### config.mk
export PLATFORM = sky130hd
export DESIGN_NAME = mips_instr_encoder
export DESIGN_NICKNAME = d
export VERILOG_FILES = /design/src/rtl/mips_isa_pkg.sv /design/src/rtl/mips_word_pack.sv /design/src/rtl/mips_instr_encoder.sv
export SDC_FILE = /design/constraint.sdc
export NUM_CORES = 1
export LEC_CHECK = 0
export BUFFER_PORTS_ARGS = -buffer_cell sky130_fd_sc_hd__buf_2
export CAP_MARGIN = 20
export CORE_AREA = 2 2 89 91
export CTS_BUF_LIST = sky130_fd_sc_hd__clkbuf_8
export DETAILED_ROUTE_END_ITERATION = 8
export DIE_AREA = 0 0 91 93
export GPL_TIMING_DRIVEN = 0
export PLACE_DENSITY_LB_ADDON = 0.05
export SETUP_SLACK_MARGIN = 0.3
export SYNTH_ARGS = -nofsm -noshare
export SYNTH_HDL_FRONTEND = slang
export SYNTH_HIERARCHICAL = 1
export SYNTH_SLANG_ARGS = --single-unit
### constraint.sdc
create_clock -name clk -period 1.6 [get_ports clk]
set_input_delay 0.32 -clock clk [delete_from_list [all_inputs] [get_ports clk]]
set_output_delay 0.32 -clock clk [all_outputs]
set_load 0.01 [all_outputs]
### src/rtl/mips_isa_pkg.sv
// Shared MIPS ISA definitions for the control decoder and the instruction encoder:
// opcodes, instruction-kind codes and the loader FSM state encoding.
package mips_isa_pkg;

  localparam logic [5:0] OP_RTYPE = 6'b000000;
  localparam logic [5:0] OP_BEQ   = 6'b000100;
  localparam logic [5:0] OP_BNE   = 6'b000101;
  localparam logic [5:0] OP_ANDI  = 6'b001100;
  localparam logic [5:0] OP_JAL   = 6'b000011;
  localparam logic [5:0] OP_XORI  = 6'b001110;
  localparam logic [5:0] OP_SLTI  = 6'b001010;

  typedef enum logic [2:0] {
    KIND_R       = 3'd0,
    KIND_BEQ     = 3'd1,
    KIND_BNE     = 3'd2,
    KIND_ANDI    = 3'd3,
    KIND_JAL     = 3'd4,
    KIND_XORI    = 3'd5,
    KIND_SLTI    = 3'd6,
    KIND_ILLEGAL = 3'd7
  } instr_kind_e;

  typedef enum logic [1:0] {
    ST_IDLE = 2'd0,
    ST_LOAD = 2'd1,
    ST_FIN  = 2'd2
  } enc_state_e;

  // I-format word; the immediate is stored raw, extension is the decoder's job.
  function automatic logic [31:0] pack_itype(input logic [5:0] op, input logic [4:0] rs,
                                             input logic [4:0] rt, input logic [15:0] imm);
    return {op, rs, rt, imm};
  endfunction

endpackage

### src/rtl/mips_word_pack.sv
// Combinational packer: instruction kind plus raw fields into one 32-bit MIPS word,
// with a flag telling whether the kind is part of the supported subset.
module mips_word_pack
  import mips_isa_pkg::*;
(
  input  logic [2:0]  kind,
  input  logic [4:0]  rs,
  input  logic [4:0]  rt,
  input  logic [4:0]  rd,
  input  logic [5:0]  funct,
  input  logic [15:0] imm,
  input  logic [25:0] target,
  output logic [31:0] word,
  output logic        legal
);

  // Select the format by kind; unknown kinds produce a zero word and clear legal.
  always_comb begin
    word  = 32'h0000_0000;
    legal = 1'b1;
    case (instr_kind_e'(kind))
      KIND_R:    word = {OP_RTYPE, rs, rt, rd, 5'b00000, funct};
      KIND_BEQ:  word = pack_itype(OP_BEQ, rs, rt, imm);
      KIND_BNE:  word = pack_itype(OP_BNE, rs, rt, imm);
      KIND_ANDI: word = pack_itype(OP_ANDI, rs, rt, imm);
      KIND_JAL:  word = {OP_JAL, target};
      KIND_XORI: word = pack_itype(OP_XORI, rs, rt, imm);
      KIND_SLTI: word = pack_itype(OP_SLTI, rs, rt, imm);
      default: begin
        word  = 32'h0000_0000;
        legal = 1'b0;
      end
    endcase
  end

endmodule

### src/rtl/mips_instr_encoder.sv
// Streaming instruction loader: accepts decoded fields, packs them and writes one
// word per cycle into imem from a latched base address, with capacity and error tracking.
module mips_instr_encoder
  import mips_isa_pkg::*;
#(
  parameter int ADDR_W = 8,
  parameter int DEPTH  = 256
) (
  input  logic              clk,
  input  logic              rst,
  input  logic              start,
  input  logic [ADDR_W-1:0] base_addr,
  input  logic              in_valid,
  output logic              in_ready,
  input  logic [2:0]        in_kind,
  input  logic [4:0]        in_rs,
  input  logic [4:0]        in_rt,
  input  logic [4:0]        in_rd,
  input  logic [5:0]        in_funct,
  input  logic [15:0]       in_imm,
  input  logic [25:0]       in_target,
  input  logic              in_last,
  output logic              imem_we,
  output logic [ADDR_W-1:0] imem_addr,
  output logic [31:0]       imem_wdata,
  output logic [ADDR_W:0]   count,
  output logic              busy,
  output logic              done,
  output logic              err
);

  localparam logic [ADDR_W:0] DEPTH_C = (ADDR_W + 1)'(DEPTH);

  enc_state_e        state_r, state_s;
  logic [ADDR_W-1:0] base_r, base_s;
  logic [ADDR_W:0]   count_r, count_s, count_inc_s;
  logic              err_r, err_s;
  logic              we_r, we_s;
  logic [ADDR_W-1:0] addr_r;
  logic [31:0]       wdata_r;
  logic              ready_r, ready_s;
  logic              busy_r, busy_s;
  logic              done_r, done_s;
  logic [31:0]       word_s;
  logic              legal_s;
  logic              xfer_s;

  mips_word_pack u_pack (
    .kind   (in_kind),
    .rs     (in_rs),
    .rt     (in_rt),
    .rd     (in_rd),
    .funct  (in_funct),
    .imm    (in_imm),
    .target (in_target),
    .word   (word_s),
    .legal  (legal_s)
  );

  assign xfer_s      = (state_r == ST_LOAD) && in_valid && ready_r;
  assign count_inc_s = count_r + (ADDR_W + 1)'(1);

  // FSM state register.
  always_ff @(posedge clk) begin
    if (rst) begin
      state_r <= ST_IDLE;
    end else begin
      state_r <= state_s;
    end
  end

  // Next state: a last word or a filled memory ends the session through one FIN cycle.
  always_comb begin
    state_s = state_r;
    case (state_r)
      ST_IDLE: begin
        if (start) state_s = ST_LOAD;
        else       state_s = ST_IDLE;
      end
      ST_LOAD: begin
        if (xfer_s && (in_last || (legal_s && (count_inc_s == DEPTH_C)))) state_s = ST_FIN;
        else                                                            state_s = ST_LOAD;
      end
      ST_FIN:  state_s = ST_IDLE;
      default: state_s = ST_IDLE;
    endcase
  end

  // Next values of the session registers and of every registered output.
  always_comb begin
    base_s  = base_r;
    count_s = count_r;
    err_s   = err_r;
    we_s    = 1'b0;
    if ((state_r == ST_IDLE) && start) begin
      base_s  = base_addr;
      count_s = '0;
      err_s   = 1'b0;
    end else if (xfer_s) begin
      if (legal_s) begin
        we_s    = 1'b1;
        count_s = count_inc_s;
      end else begin
        err_s = 1'b1;
      end
    end else begin
      we_s = 1'b0;
    end
    ready_s = (state_s == ST_LOAD) && (count_s < DEPTH_C);
    busy_s  = (state_s == ST_LOAD);
    done_s  = (state_s == ST_FIN);
  end

  // Output and datapath registers; the write address is computed from the pre-increment count.
  always_ff @(posedge clk) begin
    if (rst) begin
      base_r  <= '0;
      count_r <= '0;
      err_r   <= 1'b0;
      we_r    <= 1'b0;
      addr_r  <= '0;
      wdata_r <= 32'h0000_0000;
      ready_r <= 1'b0;
      busy_r  <= 1'b0;
      done_r  <= 1'b0;
    end else begin
      base_r  <= base_s;
      count_r <= count_s;
      err_r   <= err_s;
      we_r    <= we_s;
      ready_r <= ready_s;
      busy_r  <= busy_s;
      done_r  <= done_s;
      if (we_s) begin
        addr_r  <= base_r + count_r[ADDR_W-1:0];
        wdata_r <= word_s;
      end else begin
        addr_r  <= addr_r;
        wdata_r <= wdata_r;
      end
    end
  end

  assign in_ready   = ready_r;
  assign imem_we    = we_r;
  assign imem_addr  = addr_r;
  assign imem_wdata = wdata_r;
  assign count      = count_r;
  assign busy       = busy_r;
  assign done       = done_r;
  assign err        = err_r;

endmodule

==> summary.json, run 1 <==
{
  "outcome": {"value": "finished, violations left"},
  "violations": {"value": "setup timing"},
  "port_buffers": {"value": 132},
  "synth_seq_cells": {"value": 64},
  "setup_ws": {"value": -0.0668, "unit": "ns"},
  "worst-r2r-cell-count": {"value": 7},
  "p_sw_share": {"value": 27.1, "unit": "%"},
  "layout_worst_path_cycle_share": {"value": 104, "unit": "%"},
  "grt_max_degree": {"value": 11},
  "cp-end-kind": {"value": "register"},
  "asyncSetResetFlopFracSynth": {"value": 0, "unit": "%"},
  "seq_power_share": {"value": 43.9, "unit": "%"},
  "max_slew.worst_pin.slew": {"value": 0.756, "unit": "ns"},
  "finalSetupViolations": {"value": 5},
  "finalCriticalPeriod": {"value": 1.67, "unit": "ns"},
  "grt_use_total": {"value": 25.8, "unit": "%"},
  "max_freq": {"value": 600, "unit": "MHz"},
  "routabilityCongestion": {"value": 0.825},
  "clock_path_buffers": {"value": 2},
  "finalClockSkew": {"value": 0.00785, "unit": "ns"},
  "grt_setup_unrepaired": {"value": "yes"},
  "holdCritPathClass": {"value": "input pin to register"},
  "die-area": {"value": 0.00846, "unit": "mm2"},
  "max_cap_viol_count": {"value": 0},
  "wl_per_cell": {"value": 16.7, "unit": "um"},
  "grt_pass1_vias": {"value": 3515},
  "drt_wl_total": {"value": 11.7, "unit": "mm"},
  "place.detailed.instances": {"value": 639},
  "switching_power": {"value": 1.02, "unit": "mW"},
  "grt-ovfl-total": {"value": 0},
  "netlist_instances": {"value": 404},
  "synth_top_cells_by_area": {"value": "dfxtp_1, nand2_1, a21oi_1, o22ai_2, nor2_1"},
  "fp.dieW": {"value": 91, "unit": "um"},
  "synth_sequential_area_ratio": {"value": 39.0, "unit": "%"},
  "netlist-cell-type-count": {"value": 49},
  "cts_inserted_buffers": {"value": 9},
  "cts.htree.levels": {"value": 3},
  "drtIter0Drc": {"value": 149},
  "drt_pre_antenna_iters": {"value": 5},
  "diodes": {"value": 0},
  "hold_viol_final": {"value": 0},
  "via_count": {"value": 3737},
  "drive_above_1_share": {"value": 59.2, "unit": "%"},
  "core": {"value": 0.00753, "unit": "mm2"},
  "holdWs": {"value": 0.203, "unit": "ns"},
  "min-delay-start": {"value": "base_addr[5]"},
  "crit_path_start": {"value": "count[0]"},
  "power.combinational.fraction": {"value": 18.2, "unit": "%"},
  "filler_cell_count": {"value": 555},
  "synth.top_cell.area_share": {"value": 39.0, "unit": "%"},
  "place_ws": {"value": -0.296, "unit": "ns"},
  "final-instance-count-excl-fill": {"value": 697},
  "syn-mean-instance-area": {"value": 8.14, "unit": "um2"},
  "worst-path-max-fanout": {"value": 3},
  "numClockSinks": {"value": 64},
  "route.antenna.remaining_nets": {"value": 0},
  "ff2ff_setup_slack": {"value": -0.07, "unit": "ns"},
  "chipHeight": {"value": 93, "unit": "um"},
  "cts.root.buffer_cell": {"value": "clkbuf_8"},
  "number_of_antenna_violations_at_the_first_check_in_global_routing": {"value": 0},
  "clk-insertion-delay-late": {"value": 0.35, "unit": "ns"},
  "layout_common_cells": {"value": "buf_2, dfxtp_1, nand2_1, a21oi_2"},
  "synthesis.area": {"value": 0.00329, "unit": "mm2"},
  "floorplan.io_pins": {"value": 133},
  "floorplan.initialDensity": {"value": 43.7, "unit": "%"},
  "p_int": {"value": 2.76, "unit": "mW"},
  "leading_area_contributor_after_synthesis": {"value": "dfxtp_1"},
  "worst-endpoint-arrival": {"value": 1.95, "unit": "ns"},
  "clkTransAtPathRegs": {"value": 0.07, "unit": "ns"},
  "timing.critical_path.from_type": {"value": "register"},
  "ys.flop_type": {"value": "dfxtp_1"},
  "static-leakage-power": {"value": 2.43, "unit": "nW"},
  "clock_tree_from_tritoncts": {"value": "built"},
  "launch_instance_of_the_worst_register_to_register_path": {"value": "count[0]"},
  "post-route-drc-count": {"value": 0},
  "r2r-end": {"value": "imem_addr[3]"},
  "ys.warnings.count": {"value": 6},
  "rows": {"value": 32},
  "final_net_count": {"value": 678},
  "via_per_inst": {"value": 5.36},
  "ir_worst_vdd": {"value": 0.537, "unit": "mV"},
  "detailedPlacementHpwl": {"value": 7.11, "unit": "mm"},
  "flow.area_growth_from_synthesis": {"value": 71.0, "unit": "%"},
  "fin_tns_setup": {"value": -0.151, "unit": "ns"},
  "grt_first_pass_wirelength": {"value": 17.3, "unit": "mm"},
  "p_per_area": {"value": 672, "unit": "mW/mm2"},
  "synth-edff-count": {"value": 0},
  "share_clk_of_total_power": {"value": 37.9, "unit": "%"},
  "count_of_pins_over_their_slew_limit": {"value": 0},
  "commonest_non_fill_non_tap_cell_in_the_layout": {"value": "buf_2"},
  "timing_worst_setup_path_type": {"value": "register to register"},
  "slew_headroom": {"value": 49.6, "unit": "%"},
  "cp-endpoint": {"value": "imem_addr[3]"},
  "worstPathRequired": {"value": 1.88, "unit": "ns"}
}
sequential cells by signal, summed over array words and instances (netlist names):
name        count
state_r         2
imem_wdata     32
count           9
imem_we         1
imem_addr       8
base_r          8
done            1
busy            1
in_ready        1
err             1
metrics by stage:
| stage | utilization [%] | total power [mW] | area [um2] |
|---|---|---|---|
| after CTS | 69.0 | 3.72 | 5200 |
| after global routing | 74.7 | 3.92 | 5620 |
| after floorplan | - | 2.00 | 3430 |
| final | 74.7 | 3.78 | 5620 |
| after global placement | 56.1 | 2.19 | 4220 |
| after detailed placement | 56.1 | 2.20 | 4220 |
final cells by class:
type	instances	area (um2)	share of cell area, %
multi-input cells	302	2460	43.7
clock buffers	11	151	2.69
repair buffers	173	1150	20.5
clock inverters	5	47.5	0.846
plain buffers	31	333	5.92
inverters	9	36.3	0.645
flip-flops and latches	64	1310	23.3
well taps	102	128	2.27
power groups by stage:
stage               Clock, mW  Sequential, mW  Combinational, mW
floorplan                   0            1.70              0.298
global placement            0            1.69              0.501
detailed placement          0            1.69              0.510
CTS                      1.45            1.65              0.616
global route             1.52            1.66              0.741
finish                   1.43            1.66              0.689
kinds of logic after synthesis:
family,share of synthesized area [%]
adder cells (fa/ha/maj),3.65
other,0.114
AND/OR/NAND/NOR,20.9
AO/OA/AOI/OAI,24.5
multiplexers,2.44
XOR/XNOR,3.46
buffers and inverters,5.94
flip-flops,39.0
how the worst min path moves through the flow:
| stage | end | cells after the start |
|---|---|---|
| floorplan | base_r[1] | 2 |
| global route | base_r[1] | 3 |
| CTS | base_r[5] | 3 |
| finish | base_r[5] | 3 |
| detailed placement | imem_wdata[0] | 2 |
| global placement | imem_wdata[22] | 2 |
critical path, cell delays in order, from the launching register on:
cell and delay, ns:
dfxtp_4 0.36, ha_4 0.16, buf_4 0.13, buf_6 0.11
a211oi_2 0.21, nor2_2 0.09, or3_4 0.39, a21oi_2 0.15
layer usage:
layer / up-vias / track usage (%) / share of wire, %
met1: 1773 / 30.8 / 41
met4: 0 / 8.46 / 2.2
li1: 1791 / - / -
met5: - / 0 / 0
met2: 150 / 46.4 / 51
met3: 23 / 5.16 / 5.7
cells in the mapped netlist (all sizes together) (5+ instances only):
library cell / n
o22ai: 12
a32o: 5
inv: 9
nor2b: 5
o2bb2ai: 10
nand2: 80
ha: 8
o21ai: 18
mux2i: 8
clkbuf: 16
buf: 15
xnor2: 9
dfxtp: 64
a22oi: 10
nor2: 32
a21oi: 51
repair_timing:
action                                  CTS  global route
buffers inserted                         21            12
endpoints found under the setup margin   64            63
cloned                                    7             2
resized for setup                       128            80
pin swaps                                58            28
hold buffers                              0             0
Note: power is estimated with default switching activity, not from simulation.
==> inputs of run 2 (changes only) <==
BUFFER_PORTS_ARGS = unset   (was -buffer_cell sky130_fd_sc_hd__buf_2)
CORE_AREA = 2 2 84 86   (was 2 2 89 91)
DIE_AREA = 0 0 86 88   (was 0 0 91 93)
DONT_BUFFER_PORTS = 1   (was unset)
SYNTH_HIERARCHICAL = unset   (was 1)
==> run 2 against run 1 <==
Compared with the run above:
- the run still ends with setup timing left
- routed wire length is 10% lower
- critical path type unchanged
- sequential power hardly changed
- critical endpoint is now done
- clock skew hardly changed
==> summary.json, run 2 <==
{
  "outcome": {"value": "finished, violations left", "change": "unchanged"},
  "hold_viol_final": {"value": 0, "change": "unchanged"},
  "post-route-drc-count": {"value": 0, "change": "unchanged"},
  "max_slew.worst_pin.slew": {"value": 0.704, "unit": "ns", "change": "was 0.756 ns"},
  "synth_top_cells_by_area": {"value": "dfxtp_1, a221oi_1, a21oi_1, mux2i_1, nor2_1", "change": "was dfxtp_1, nand2_1, a21oi_1, o22ai_2, nor2_1"},
  "final_net_count": {"value": 529, "change": "was 678"},
  "min-delay-start": {"value": "base_addr[1]", "change": "was base_addr[5]"},
  "launch_instance_of_the_worst_register_to_register_path": {"value": "count[2]", "change": "was count[0]"},
  "clkTransAtPathRegs": {"value": 0.07, "unit": "ns", "change": "about the same"},
  "core": {"value": 0.00664, "unit": "mm2", "change": "was 0.00753 mm2"},
  "via_per_inst": {"value": 6.03, "change": "was 5.36"},
  "numClockSinks": {"value": 62, "change": "was 64"},
  "wl_per_cell": {"value": 20.0, "unit": "um", "change": "was 16.7 um"},
  "synth_most_common_cell": {"value": "dfxtp_1", "change": "was nand2_1"},
  "holdWs": {"value": 0.117, "unit": "ns", "change": "was 0.203 ns"},
  "ys.warnings.count": {"value": 0, "change": "was 6"},
  "clock_path_buffers": {"value": 2, "change": "unchanged"},
  "synth_seq_cells": {"value": 62, "change": "was 64"},
  "rows": {"value": 30, "change": "was 32"},
  "synth.top_cells.by_count": {"value": "dfxtp_1, a21oi_1, nor2_1, nand2_1, a221oi_1", "change": "was nand2_1, dfxtp_1, a21oi_1, nor2_1, o21ai_0"},
  "layout_common_cells": {"value": "dfxtp_1, nor2_1, a21oi_1, nand2_1, mux2i_1", "change": "was buf_2, dfxtp_1, nand2_1, a21oi_2"},
  "worst-path-max-fanout": {"value": 7, "change": "was 3"},
  "grt_pass1_vias": {"value": 2989, "change": "was 3515"},
  "worst-r2r-cell-count": {"value": 5, "change": "was 7"},
  "grt_first_pass_wirelength": {"value": 15.8, "unit": "mm", "change": "was 17.3 mm"},
  "largest_register_ff_count": {"value": 30, "change": "was 32"},
  "static-leakage-power": {"value": 1.97, "unit": "nW", "change": "was 2.43 nW"},
  "grt_use_total": {"value": 26.9, "unit": "%", "change": "was 25.8%"},
  "timing_worst_setup_path_type": {"value": "register to register", "change": "unchanged"},
  "detailedPlacementHpwl": {"value": 6.61, "unit": "mm", "change": "was 7.11 mm"},
  "cts.hold.buffers_added": {"value": 0, "change": "unchanged"},
  "diodes": {"value": 0, "change": "unchanged"},
  "count_of_pins_over_their_slew_limit": {"value": 0, "change": "unchanged"},
  "finalSetupViolations": {"value": 6, "change": "was 5"},
  "floorplan.io_pins": {"value": 133, "change": "unchanged"},
  "layout_worst_path_cycle_share": {"value": 119, "unit": "%", "change": "was 104%"},
  "worstHoldEndpoint": {"value": "base_r[1]", "change": "was base_r[5]"},
  "chipHeight": {"value": 88, "unit": "um", "change": "was 93 um"},
  "power": {"value": 3.58, "unit": "mW", "change": "was 3.78 mW"},
  "holdCritPathClass": {"value": "input pin to register", "change": "unchanged"},
  "synthesis.area": {"value": 0.00324, "unit": "mm2", "change": "was 0.00329 mm2"},
  "leading_area_contributor_after_synthesis": {"value": "dfxtp_1", "change": "unchanged"},
  "port_buffers": {"value": 0, "change": "was 132"},
  "ff2ff_setup_slack": {"value": -0.30, "unit": "ns", "change": "was -0.07 ns"},
  "slew_headroom": {"value": 53.1, "unit": "%", "change": "was 49.6%"},
  "worst-endpoint-arrival": {"value": 2.15, "unit": "ns", "change": "was 1.95 ns"},
  "via_count": {"value": 3165, "change": "was 3737"},
  "number_of_antenna_violations_at_the_first_check_in_global_routing": {"value": 0, "change": "unchanged"},
  "violations": {"value": "setup timing", "change": "unchanged"},
  "clk-insertion-delay-late": {"value": 0.34, "unit": "ns", "change": "was 0.35 ns"},
  "worstPathRequired": {"value": 1.85, "unit": "ns", "change": "was 1.88 ns"},
  "ys.flop_type": {"value": "dfxtp_1", "change": "unchanged"},
  "floorplan.initialDensity": {"value": 48.8, "unit": "%", "change": "was 43.7%"},
  "r2r-end": {"value": "done", "change": "was imem_addr[3]"},
  "clock_tree_from_tritoncts": {"value": "built", "change": "unchanged"},
  "routabilityCongestion": {"value": 0.831, "change": "was 0.825"},
  "setup_ws": {"value": -0.298, "unit": "ns", "change": "was -0.0668 ns"},
  "synth-edff-count": {"value": 0, "change": "unchanged"},
  "max_freq": {"value": 527, "unit": "MHz", "change": "was 600 MHz"},
  "route.antenna.remaining_nets": {"value": 0, "change": "unchanged"},
  "cts.htree.levels": {"value": 3, "change": "unchanged"},
  "finalCriticalPeriod": {"value": 1.90, "unit": "ns", "change": "was 1.67 ns"},
  "grt_setup_unrepaired": {"value": "yes", "change": "unchanged"},
  "ir_worst_vdd": {"value": 0.421, "unit": "mV", "change": "was 0.537 mV"},
  "max_cap_viol_count": {"value": 0, "change": "unchanged"},
  "cts.root.buffer_cell": {"value": "clkbuf_8", "change": "unchanged"},
  "drtIter0Drc": {"value": 166, "change": "was 149"},
  "synth.top_cell.area_share": {"value": 38.3, "unit": "%", "change": "was 39.0%"},
  "asyncSetResetFlopFracSynth": {"value": 0, "unit": "%", "change": "unchanged"},
  "syn-mean-instance-area": {"value": 8.29, "unit": "um2", "change": "was 8.14 um2"},
  "netlist_instances": {"value": 391, "change": "was 404"},
  "grt-ovfl-total": {"value": 0, "change": "unchanged"},
  "fp.dieW": {"value": 86, "unit": "um", "change": "was 91 um"},
  "cp-end-kind": {"value": "register", "change": "unchanged"},
  "finalClockSkew": {"value": 0.00834, "unit": "ns", "change": "was 0.00785 ns"},
  "flow.area_growth_from_synthesis": {"value": 47.2, "unit": "%", "change": "was 71.0%"},
  "die-area": {"value": 0.00757, "unit": "mm2", "change": "was 0.00846 mm2"},
  "synth_sequential_area_ratio": {"value": 38.3, "unit": "%", "change": "was 39.0%"},
  "p_per_area": {"value": 750, "unit": "mW/mm2", "change": "was 672 mW/mm2"},
  "timing.critical_path.from_type": {"value": "register", "change": "unchanged"},
  "grt_max_degree": {"value": 11, "change": "unchanged"},
  "hold-path-cell-count": {"value": 2, "change": "was 3"},
  "drive_above_1_share": {"value": 42.2, "unit": "%", "change": "was 59.2%"},
  "netlist-cell-type-count": {"value": 51, "change": "was 49"},
  "cts_inserted_buffers": {"value": 9, "change": "unchanged"},
  "commonest_non_fill_non_tap_cell_in_the_layout": {"value": "dfxtp_1", "change": "was buf_2"},
  "drt_wl_total": {"value": 10.5, "unit": "mm", "change": "was 11.7 mm"},
  "drt_pre_antenna_iters": {"value": 4, "change": "was 5"},
  "fin_tns_setup": {"value": -1.48, "unit": "ns", "change": "was -0.151 ns"}
}
==> run 2: cells by family (layout without fill, tap and decap cells) <==
kind of cell	Yosys count	count (layout)	synth area share, %
compound gates	116	116	24.1
xor+xnor	17	17	4.59
fa+ha+maj	10	10	4.09
buf+inv	49	102	6.10
flops	62	62	38.3
mux	18	18	5.56
other cells	1	2	0.116
simple gates	118	118	17.2
==> run 2: layout make-up <==
cell class	count	area, um2
Buffer	31	299
Fill cell	477	1870
Tap cell	80	100
Clock inverter	5	48.8
Clock buffer	11	151
Sequential cell	62	1260
Timing Repair Buffer	37	455
Inverter	18	68.8
Multi-Input combinational cell	281	2390
==> run 2: metal layers <==
layer / track usage [%] / wire length, um
met3: 7.26 / 800
met2: 48.1 / 5500
met5: 0 / 0
met4: 8.95 / 184
met1: 31.1 / 4000
==> run 2: per-stage QoR <==
stage               setup WS (ns)  util [%]  instances  instance area (um2)
global route               -0.351      71.8        525                 4770
finish                     -0.298      71.8        525                 4770
global placement           -0.327      53.3        472                 3540
CTS                        -0.278      67.3        517                 4470
floorplan                  -0.185         -        392                 3440
detailed placement         -0.340      53.3        472                 3540
==> run 2: critical path, stage by stage, from the launching register on <==
cell,delay [ns]
dfxtp_4,0.43
and2_4,0.19
nand4_1,0.17
xnor2_1,0.17
or4_4,0.53
o41ai_2,0.32
==> run 2: how the worst max path moves through the flow <==
| stage | startpoint | endpoint | slack, ns | cells after the start |
|---|---|---|---|---|
| final | count[2] | done | -0.30 | 5 |
| after global routing | count[2] | busy | -0.35 | 5 |
| after CTS | count[0] | imem_addr[6] | -0.28 | 8 |
| after detailed placement | count[0] | imem_addr[6] | -0.34 | 8 |
| after global placement | count[0] | imem_addr[6] | -0.33 | 8 |
| after floorplan | count[1] | busy | -0.19 | 5 |
==> run 2: repair_timing <==
item                                    4_1_cts  5_1_grt
pin swaps                                    41       29
endpoints found under the setup margin       62       62
buffers inserted                             23        7
cloned                                        6        1
gates resized for setup                     107       64
==> run 2: report_power, final <==
part	internal (mW)	switching, mW	leakage (nW)
clock	0.791	0.619	0.110
sequential	1.58	0.0514	0.509
combinational	0.246	0.289	1.35
